`config.mk`:
```
export PLATFORM = sky130hd
export DESIGN_NAME = roe_sequencer_flat
export DESIGN_NICKNAME = d
export VERILOG_FILES = /design/src/rtl/roe_sequencer_if.sv /design/src/rtl/roe_sequencer.sv /design/src/flat_wrapper.sv
export SDC_FILE = /design/constraint.sdc
export NUM_CORES = 1
export LEC_CHECK = 0
export ABC_CLOCK_PERIOD_IN_PS = 2500
export CAP_MARGIN = 20
export CORE_UTILIZATION = 47
export CTS_BUF_LIST = sky130_fd_sc_hd__clkbuf_8 sky130_fd_sc_hd__clkbuf_16
export DETAILED_ROUTE_END_ITERATION = 16
export GPL_TIMING_DRIVEN = 0
export PLACE_DENSITY = 0.85
export SLEW_MARGIN = 20
export SYNTH_ARGS = -nofsm -noshare
export SYNTH_HDL_FRONTEND = slang
export SYNTH_SLANG_ARGS = --single-unit
```
`constraint.sdc`:
```
create_clock -name i_clk -period 2.5 [get_ports i_clk]
set_clock_uncertainty 0.2 [all_clocks]
set_input_delay 0.5 -clock i_clk [delete_from_list [all_inputs] [get_ports i_clk]]
set_output_delay 0.5 -clock i_clk [all_outputs]
set_load 0.01 [all_outputs]
```
`src/rtl/roe_sequencer_if.sv`:
```
// Bus bundle between the R.O.E sequencer and its neighbours (decoder, ALU flag,
// instruction ROM address and data-memory handshake).
interface roe_sequencer_if #(
    parameter int unsigned PC_W  = 10,
    parameter int unsigned OFF_W = 6,
    parameter int unsigned CNT_W = 16
) ();

    // Decoder / ALU / memory inputs to the sequencer
    logic             start;
    logic             halt;
    logic             mem_access;
    logic             branch_req;
    logic             branch_cond;
    logic [OFF_W-1:0] branch_offset;
    logic             mem_ready;

    // Sequencer outputs
    logic [PC_W-1:0]  pc;
    logic             ir_load;
    logic             reg_commit;
    logic             mem_req;
    logic             done;
    logic             timeout_err;
    logic [CNT_W-1:0] instr_count;

    // Sequencer side: owns the PC and the memory request
    modport master (
        input  start, halt, mem_access, branch_req, branch_cond, branch_offset, mem_ready,
        output pc, ir_load, reg_commit, mem_req, done, timeout_err, instr_count
    );

    // Environment side: decoder, ALU, ROM and data memory
    modport slave (
        output start, halt, mem_access, branch_req, branch_cond, branch_offset, mem_ready,
        input  pc, ir_load, reg_commit, mem_req, done, timeout_err, instr_count
    );

endinterface

```
`src/rtl/roe_sequencer.sv`:
```
// R.O.E instruction sequencer: steps each instruction through FETCH, EXEC and an
// optional MEM_WAIT, owns the PC, and issues exactly one reg_commit per retired
// instruction. Halt and memory timeout both park the machine in DONE.
module roe_sequencer #(
    parameter int unsigned PC_W        = 10,
    parameter int unsigned OFF_W       = 6,
    parameter int unsigned MEM_TIMEOUT = 16,
    parameter int unsigned CNT_W       = 16
) (
    input logic             i_clk,
    input logic             i_reset,
    roe_sequencer_if.master bus
);

    localparam int unsigned WAIT_W = $clog2(MEM_TIMEOUT + 1);

    typedef enum logic [2:0] {
        StIdle,
        StFetch,
        StExec,
        StMemWait,
        StDone
    } state_t;

    state_t            r_state;
    logic [PC_W-1:0]   r_pc;
    logic              r_ir_load;
    logic              r_mem_req;
    logic              r_done;
    logic              r_timeout_err;
    logic [CNT_W-1:0]  r_instr_count;
    logic [WAIT_W-1:0] r_wait_cnt;

    logic [PC_W-1:0]   w_off_ext;
    logic [PC_W-1:0]   w_pc_inc;
    logic [PC_W-1:0]   w_pc_next;
    logic [CNT_W-1:0]  w_cnt_inc;
    logic              w_branch_taken;
    logic              w_exec_normal;
    logic              w_mem_done;
    logic              w_mem_last;

    // PC arithmetic and commit decode; additions wrap naturally at PC_W bits
    always_comb begin
        w_off_ext      = PC_W'($signed(bus.branch_offset));
        w_pc_inc       = r_pc + PC_W'(1);
        w_branch_taken = bus.branch_req & bus.branch_cond;
        w_pc_next      = w_branch_taken ? (r_pc + w_off_ext) : w_pc_inc;
        w_cnt_inc      = (r_instr_count == '1) ? r_instr_count : r_instr_count + CNT_W'(1);
        w_exec_normal  = (r_state == StExec) & ~bus.halt & ~bus.mem_access;
        w_mem_done     = (r_state == StMemWait) & bus.mem_ready;
        w_mem_last     = (r_wait_cnt == WAIT_W'(MEM_TIMEOUT - 1));
    end

    // Sequencer FSM; ir_load/mem_req/done are registered on entry to their state
    always_ff @(posedge i_clk) begin
        if (i_reset) begin
            r_state       <= StIdle;
            r_pc          <= '0;
            r_ir_load     <= 1'b0;
            r_mem_req     <= 1'b0;
            r_done        <= 1'b0;
            r_timeout_err <= 1'b0;
            r_instr_count <= '0;
            r_wait_cnt    <= '0;
        end else begin
            r_ir_load <= 1'b0;
            case (r_state)
                StIdle: begin
                    if (bus.start) begin
                        r_state       <= StFetch;
                        r_pc          <= '0;
                        r_instr_count <= '0;
                        r_ir_load     <= 1'b1;
                    end
                end
                StFetch: begin
                    r_state <= StExec;
                end
                StExec: begin
                    if (bus.halt) begin
                        r_state <= StDone;
                        r_done  <= 1'b1;
                    end else if (bus.mem_access) begin
                        r_state    <= StMemWait;
                        r_mem_req  <= 1'b1;
                        r_wait_cnt <= '0;
                    end else begin
                        r_state       <= StFetch;
                        r_ir_load     <= 1'b1;
                        r_pc          <= w_pc_next;
                        r_instr_count <= w_cnt_inc;
                    end
                end
                StMemWait: begin
                    if (bus.mem_ready) begin
                        r_state       <= StFetch;
                        r_ir_load     <= 1'b1;
                        r_mem_req     <= 1'b0;
                        r_pc          <= w_pc_inc;
                        r_instr_count <= w_cnt_inc;
                    end else if (w_mem_last) begin
                        // This is the MEM_TIMEOUT-th cycle without ready: abandon
                        r_state       <= StDone;
                        r_mem_req     <= 1'b0;
                        r_done        <= 1'b1;
                        r_timeout_err <= 1'b1;
                    end else begin
                        r_wait_cnt <= r_wait_cnt + WAIT_W'(1);
                    end
                end
                StDone: begin
                    if (bus.start) begin
                        r_state       <= StFetch;
                        r_pc          <= '0;
                        r_instr_count <= '0;
                        r_done        <= 1'b0;
                        r_timeout_err <= 1'b0;
                        r_ir_load     <= 1'b1;
                    end
                end
                default: begin
                    r_state <= StIdle;
                end
            endcase
        end
    end

    assign bus.pc          = r_pc;
    assign bus.ir_load     = r_ir_load;
    // Commit depends on this cycle's decoder flags / mem_ready, so it cannot be registered
    assign bus.reg_commit  = w_exec_normal | w_mem_done;
    assign bus.mem_req     = r_mem_req;
    assign bus.done        = r_done;
    assign bus.timeout_err = r_timeout_err;
    assign bus.instr_count = r_instr_count;

endmodule

```
`src/flat_wrapper.sv`:
```
// flat-port wrapper written by rule: the top's interface ports become plain ports
module roe_sequencer_flat 
#(
    parameter int unsigned PC_W        = 10,
    parameter int unsigned OFF_W       = 6,
    parameter int unsigned MEM_TIMEOUT = 16,
    parameter int unsigned CNT_W       = 16
)
  (i_clk, i_reset, bus_start, bus_halt, bus_mem_access, bus_branch_req, bus_branch_cond, bus_branch_offset, bus_mem_ready, bus_pc, bus_ir_load, bus_reg_commit, bus_mem_req, bus_done, bus_timeout_err, bus_instr_count);
  roe_sequencer_if #(.PC_W(PC_W), .OFF_W(OFF_W), .CNT_W(CNT_W)) bus_i ();
  input logic i_clk;
  input logic i_reset;
  input wire logic [$bits(bus_i.start)-1:0] bus_start;
  input wire logic [$bits(bus_i.halt)-1:0] bus_halt;
  input wire logic [$bits(bus_i.mem_access)-1:0] bus_mem_access;
  input wire logic [$bits(bus_i.branch_req)-1:0] bus_branch_req;
  input wire logic [$bits(bus_i.branch_cond)-1:0] bus_branch_cond;
  input wire logic [$bits(bus_i.branch_offset)-1:0] bus_branch_offset;
  input wire logic [$bits(bus_i.mem_ready)-1:0] bus_mem_ready;
  output wire logic [$bits(bus_i.pc)-1:0] bus_pc;
  output wire logic [$bits(bus_i.ir_load)-1:0] bus_ir_load;
  output wire logic [$bits(bus_i.reg_commit)-1:0] bus_reg_commit;
  output wire logic [$bits(bus_i.mem_req)-1:0] bus_mem_req;
  output wire logic [$bits(bus_i.done)-1:0] bus_done;
  output wire logic [$bits(bus_i.timeout_err)-1:0] bus_timeout_err;
  output wire logic [$bits(bus_i.instr_count)-1:0] bus_instr_count;
  assign bus_i.start = bus_start;
  assign bus_i.halt = bus_halt;
  assign bus_i.mem_access = bus_mem_access;
  assign bus_i.branch_req = bus_branch_req;
  assign bus_i.branch_cond = bus_branch_cond;
  assign bus_i.branch_offset = bus_branch_offset;
  assign bus_i.mem_ready = bus_mem_ready;
  assign bus_pc = bus_i.pc;
  assign bus_ir_load = bus_i.ir_load;
  assign bus_reg_commit = bus_i.reg_commit;
  assign bus_mem_req = bus_i.mem_req;
  assign bus_done = bus_i.done;
  assign bus_timeout_err = bus_i.timeout_err;
  assign bus_instr_count = bus_i.instr_count;
  roe_sequencer #(.PC_W(PC_W), .OFF_W(OFF_W), .MEM_TIMEOUT(MEM_TIMEOUT), .CNT_W(CNT_W)) u_core (.i_clk(i_clk), .i_reset(i_reset), .bus(bus_i));
endmodule
```
==> impl_metrics.env <==
export IMPL_status="finished, final reports clean"
export IMPL_finalInstanceArea_sq_um=3180
export IMPL_cts_buffer_depth=2
export IMPL_wl_per_cell_um=14.7
export IMPL_grt_use_total=0.238
export IMPL_vias=2483
export IMPL_finalSetupViolCount=0
export IMPL_synth_xor_xnor_area_share=0.0795
export IMPL_initial_core_util=0.500
export IMPL_synth_fa_ha_area_frac=0.0754
export IMPL_synthSimpleGateAreaFrac=0.275
export IMPL_sw_frac_of_total=0.293
export IMPL_ir_drop_v=0.000308
export IMPL_syn_num_nets=333
export IMPL_start_kind="input port"
export IMPL_die_area_sq_um=5440
export IMPL_synth_seq_cells=38
export IMPL_cts_buffers=5
export IMPL_crit_type="in2out"
export IMPL_dp_hpwl_um=4390
export IMPL_p_int_mw=0.967
export IMPL_rsz0062_at_grt="false"
export IMPL_worstPathMaxFanout=4
export IMPL_cts_sinks=38
export IMPL_area_delta_synth_final_pct=31.3
export IMPL_dp_cells=416
export IMPL_drv_cap=0
export IMPL_regArea_sq_um=764
export IMPL_cp_required_ns=1.80
export IMPL_synth_compound_area_share=0.210
export IMPL_grt_ovfl_total=0
export IMPL_core_region_area_sq_um=4850
export IMPL_clock_fmax_ghz=0.409
export IMPL_globalplace_congestion=0.837
export IMPL_synth_ff_type="dfxtp_1"
export IMPL_cts_tree="yes"
export IMPL_p_total_mw=1.37
export IMPL_grt_max_degree=13
export IMPL_die_h_um=73.8
export IMPL_ys_async_sr_fraction=0
export IMPL_power_frac_seq=0.469
export IMPL_holdWs_ns=0.281
export IMPL_ios=45
export IMPL_place_area_sq_um=2960
export IMPL_cts_hold_buf=0
export IMPL_fin_nets=391
export IMPL_synth_cell_type_count=59
export IMPL_clkPwrFrac=0.328
export IMPL_p_per_area_nw_per_um2=430
export IMPL_synth_top_cells_by_area="dfxtp_1 (31%), ha_1 (6.7%), nor2_1 (6.0%)"
export IMPL_avgSynthCellArea_sq_um=7.94
export IMPL_slew_headroom=0.672
export IMPL_fillCellCount=417
export IMPL_die_w_um=73.8
export IMPL_grt_pass1_wl_um=10100
export IMPL_ys_seq_area_frac=0.314
export IMPL_placementRows=25
export IMPL_slew_violations=0
export IMPL_max_slew_worst_pin_slew_ns=0.493
export IMPL_synth_edf_count=0
export IMPL_antenna_found_initial=0
export IMPL_net_switching_power_mw=0.401
export IMPL_grt_pass1_vias=2239
export IMPL_ctsRootBufferMaster="clkbuf_8"
export IMPL_drtIter0Drc=229
export IMPL_ant_nets=0
export IMPL_port_buffer_count=44
export IMPL_hp_class="reg2reg"
export IMPL_muxShareOfSynthArea=0.0165
export IMPL_dr_pass1_iters=5
export IMPL_syn_inst=305
export IMPL_synth_warnings=0
export IMPL_multi_input_area_sq_um=1680
export IMPL_clk_latency_ns=0.29
export IMPL_clk_pin_slew_worst_paths_ns=0.07
export IMPL_via_per_inst=5.76
export IMPL_synth_area_sq_um=2420
export IMPL_p_leak_nw=1.14
export IMPL_end_kind="output pin"
export IMPL_htreeDepth=2
export IMPL_combPwrFrac=0.203
export IMPL_fin_crit_ns=2.45
export IMPL_wirelength_um=6320
export IMPL_arrival_ns=1.75
export IMPL_diodes=0
export IMPL_final_hold_violation_count=0
export IMPL_min_period_over_period=0.978
export IMPL_drive_gt1_frac=0.107
export IMPL_finalNonFillerCells=431
export IMPL_yosysTopAreaCell="dfxtp_1"
export IMPL_synth_top_family_by_area="simple AND/OR/NAND/NOR gates"
export IMPL_synth_top_cell_area_share=0.314
export IMPL_drc=0
[metal layers]
metal	part of all wire	track usage	wire length, um	vias up
met4	0.010	0.0855	65	0
met5	0	0	0	-
met2	0.50	0.424	3160	79
met3	0.044	0.0425	277	12
met1	0.45	0.284	2820	1168
li1	-	-	-	1224
[cell usage after synthesis, drive strengths merged (2+ instances only)]
master and number:
nor2 40, dfxtp 38, nand2 32, a21oi 23
o21ai 19, ha 13, xnor2 13, nor3 12
inv 9, nand3 9, xor2 9, nand4 8
and3 6, clkbuf 6, nor4 6, a211oi 5
or3 5, and2 4, mux2i 4, a21o 3
a22oi 3, buf 3, a211o 2, a311oi 2
nand3b 2, nor2b 2, o211ai 2, o21a 2
o21bai 2, o22ai 2
[final timing paths]
check / cells past startpoint / slack [ns] / to / startpoint
max reg2reg: 8 / 0.07 / u_core.bus.pc[8] / u_core.bus.pc[0]
max: 5 / 0.05 / bus_reg_commit / bus_halt
min reg2reg: 2 / 0.28 / u_core.bus.done / u_core.bus.done
min: 2 / 0.28 / u_core.bus.done / u_core.bus.done
[registers in the layout, summed over array words and instances, names as in the netlist]
signal                  cells
u_core.bus.done             1
u_core.bus.instr_count     16
u_core.bus.ir_load          1
u_core.bus.mem_req          1
u_core.bus.pc              10
u_core.bus.timeout_err      1
u_core.r_state              3
u_core.r_wait_cnt           5
[stage by stage]
step                      setup TNS (ns)  setup WS, ns  utilization
after floorplan                        0        0.0170            -
after global placement             -2.02        -0.522        0.610
after detailed placement           -2.48        -0.555        0.610
after CTS                        -0.0556       -0.0556        0.653
after global routing                   0      0.000344        0.656
final                                  0        0.0545        0.656
[power by group through the flow]
stage | clock network [mW] | logic (mW) | registers [mW]
finish | 0.449 | 0.278 | 0.641
global route | 0.475 | 0.304 | 0.644
CTS | 0.450 | 0.267 | 0.643
detailed placement | 0 | 0.253 | 0.655
global placement | 0 | 0.246 | 0.654
floorplan | 0 | 0.156 | 0.657
[area by class of cell]
| class | instances | share of cell area |
|---|---|---|
| multi-input cells | 249 | 0.530 |
| plain buffers | 9 | 0.0118 |
| inverters | 9 | 0.0106 |
| repair buffers | 51 | 0.151 |
| flip-flops and latches | 38 | 0.240 |
| well taps | 67 | 0.0264 |
| clock inverters | 2 | 0.00394 |
| clock buffers | 6 | 0.0260 |
[layout by cell type, fill, tap and decap left out, types with 5 or more instances in the layout]
cell and n:
nand2_1 31, xor2_1 9, o21ai_0 17, nor3_1 9, inv_1 8, dfxtp_1 37
nor2_1 39, clkbuf_8 6, nand3_1 9, xnor2_1 13, nand4_1 8, ha_1 9
buf_4 7, or3_1 5, dlygate4sd2_1 6, a211oi_1 5, clkbuf_1 6, clkdlybuf4s50_1 37
and3_1 6, a21oi_1 21
[worst max-delay path: stages]
cell             delay (ns)
dlygate4sd2_1          0.30
nor3_4                 0.26
o21ai_4                0.09
inv_2                  0.07
clkdlybuf4s50_1        0.53
[what timing repair did]
| item | in CTS | in global routing |
|---|---|---|
| gates resized for setup | 18 | 3 |
| endpoints found under the hold margin | 0 | 0 |
| setup endpoints to repair | 4 | 3 |
| setup buffers | 5 | 2 |
| pin swaps | 9 | 8 |
[kinds of logic after synthesis]
kind of cell	Yosys count
DFF	38
adders and majority gates	14
muxes	4
buffers and inverters	18
and+or+nand+nor	132
AOI/OAI and AO/OA	77
xor gates and xnor gates	22
No activity file was read; power rests on OpenSTA's default activity.
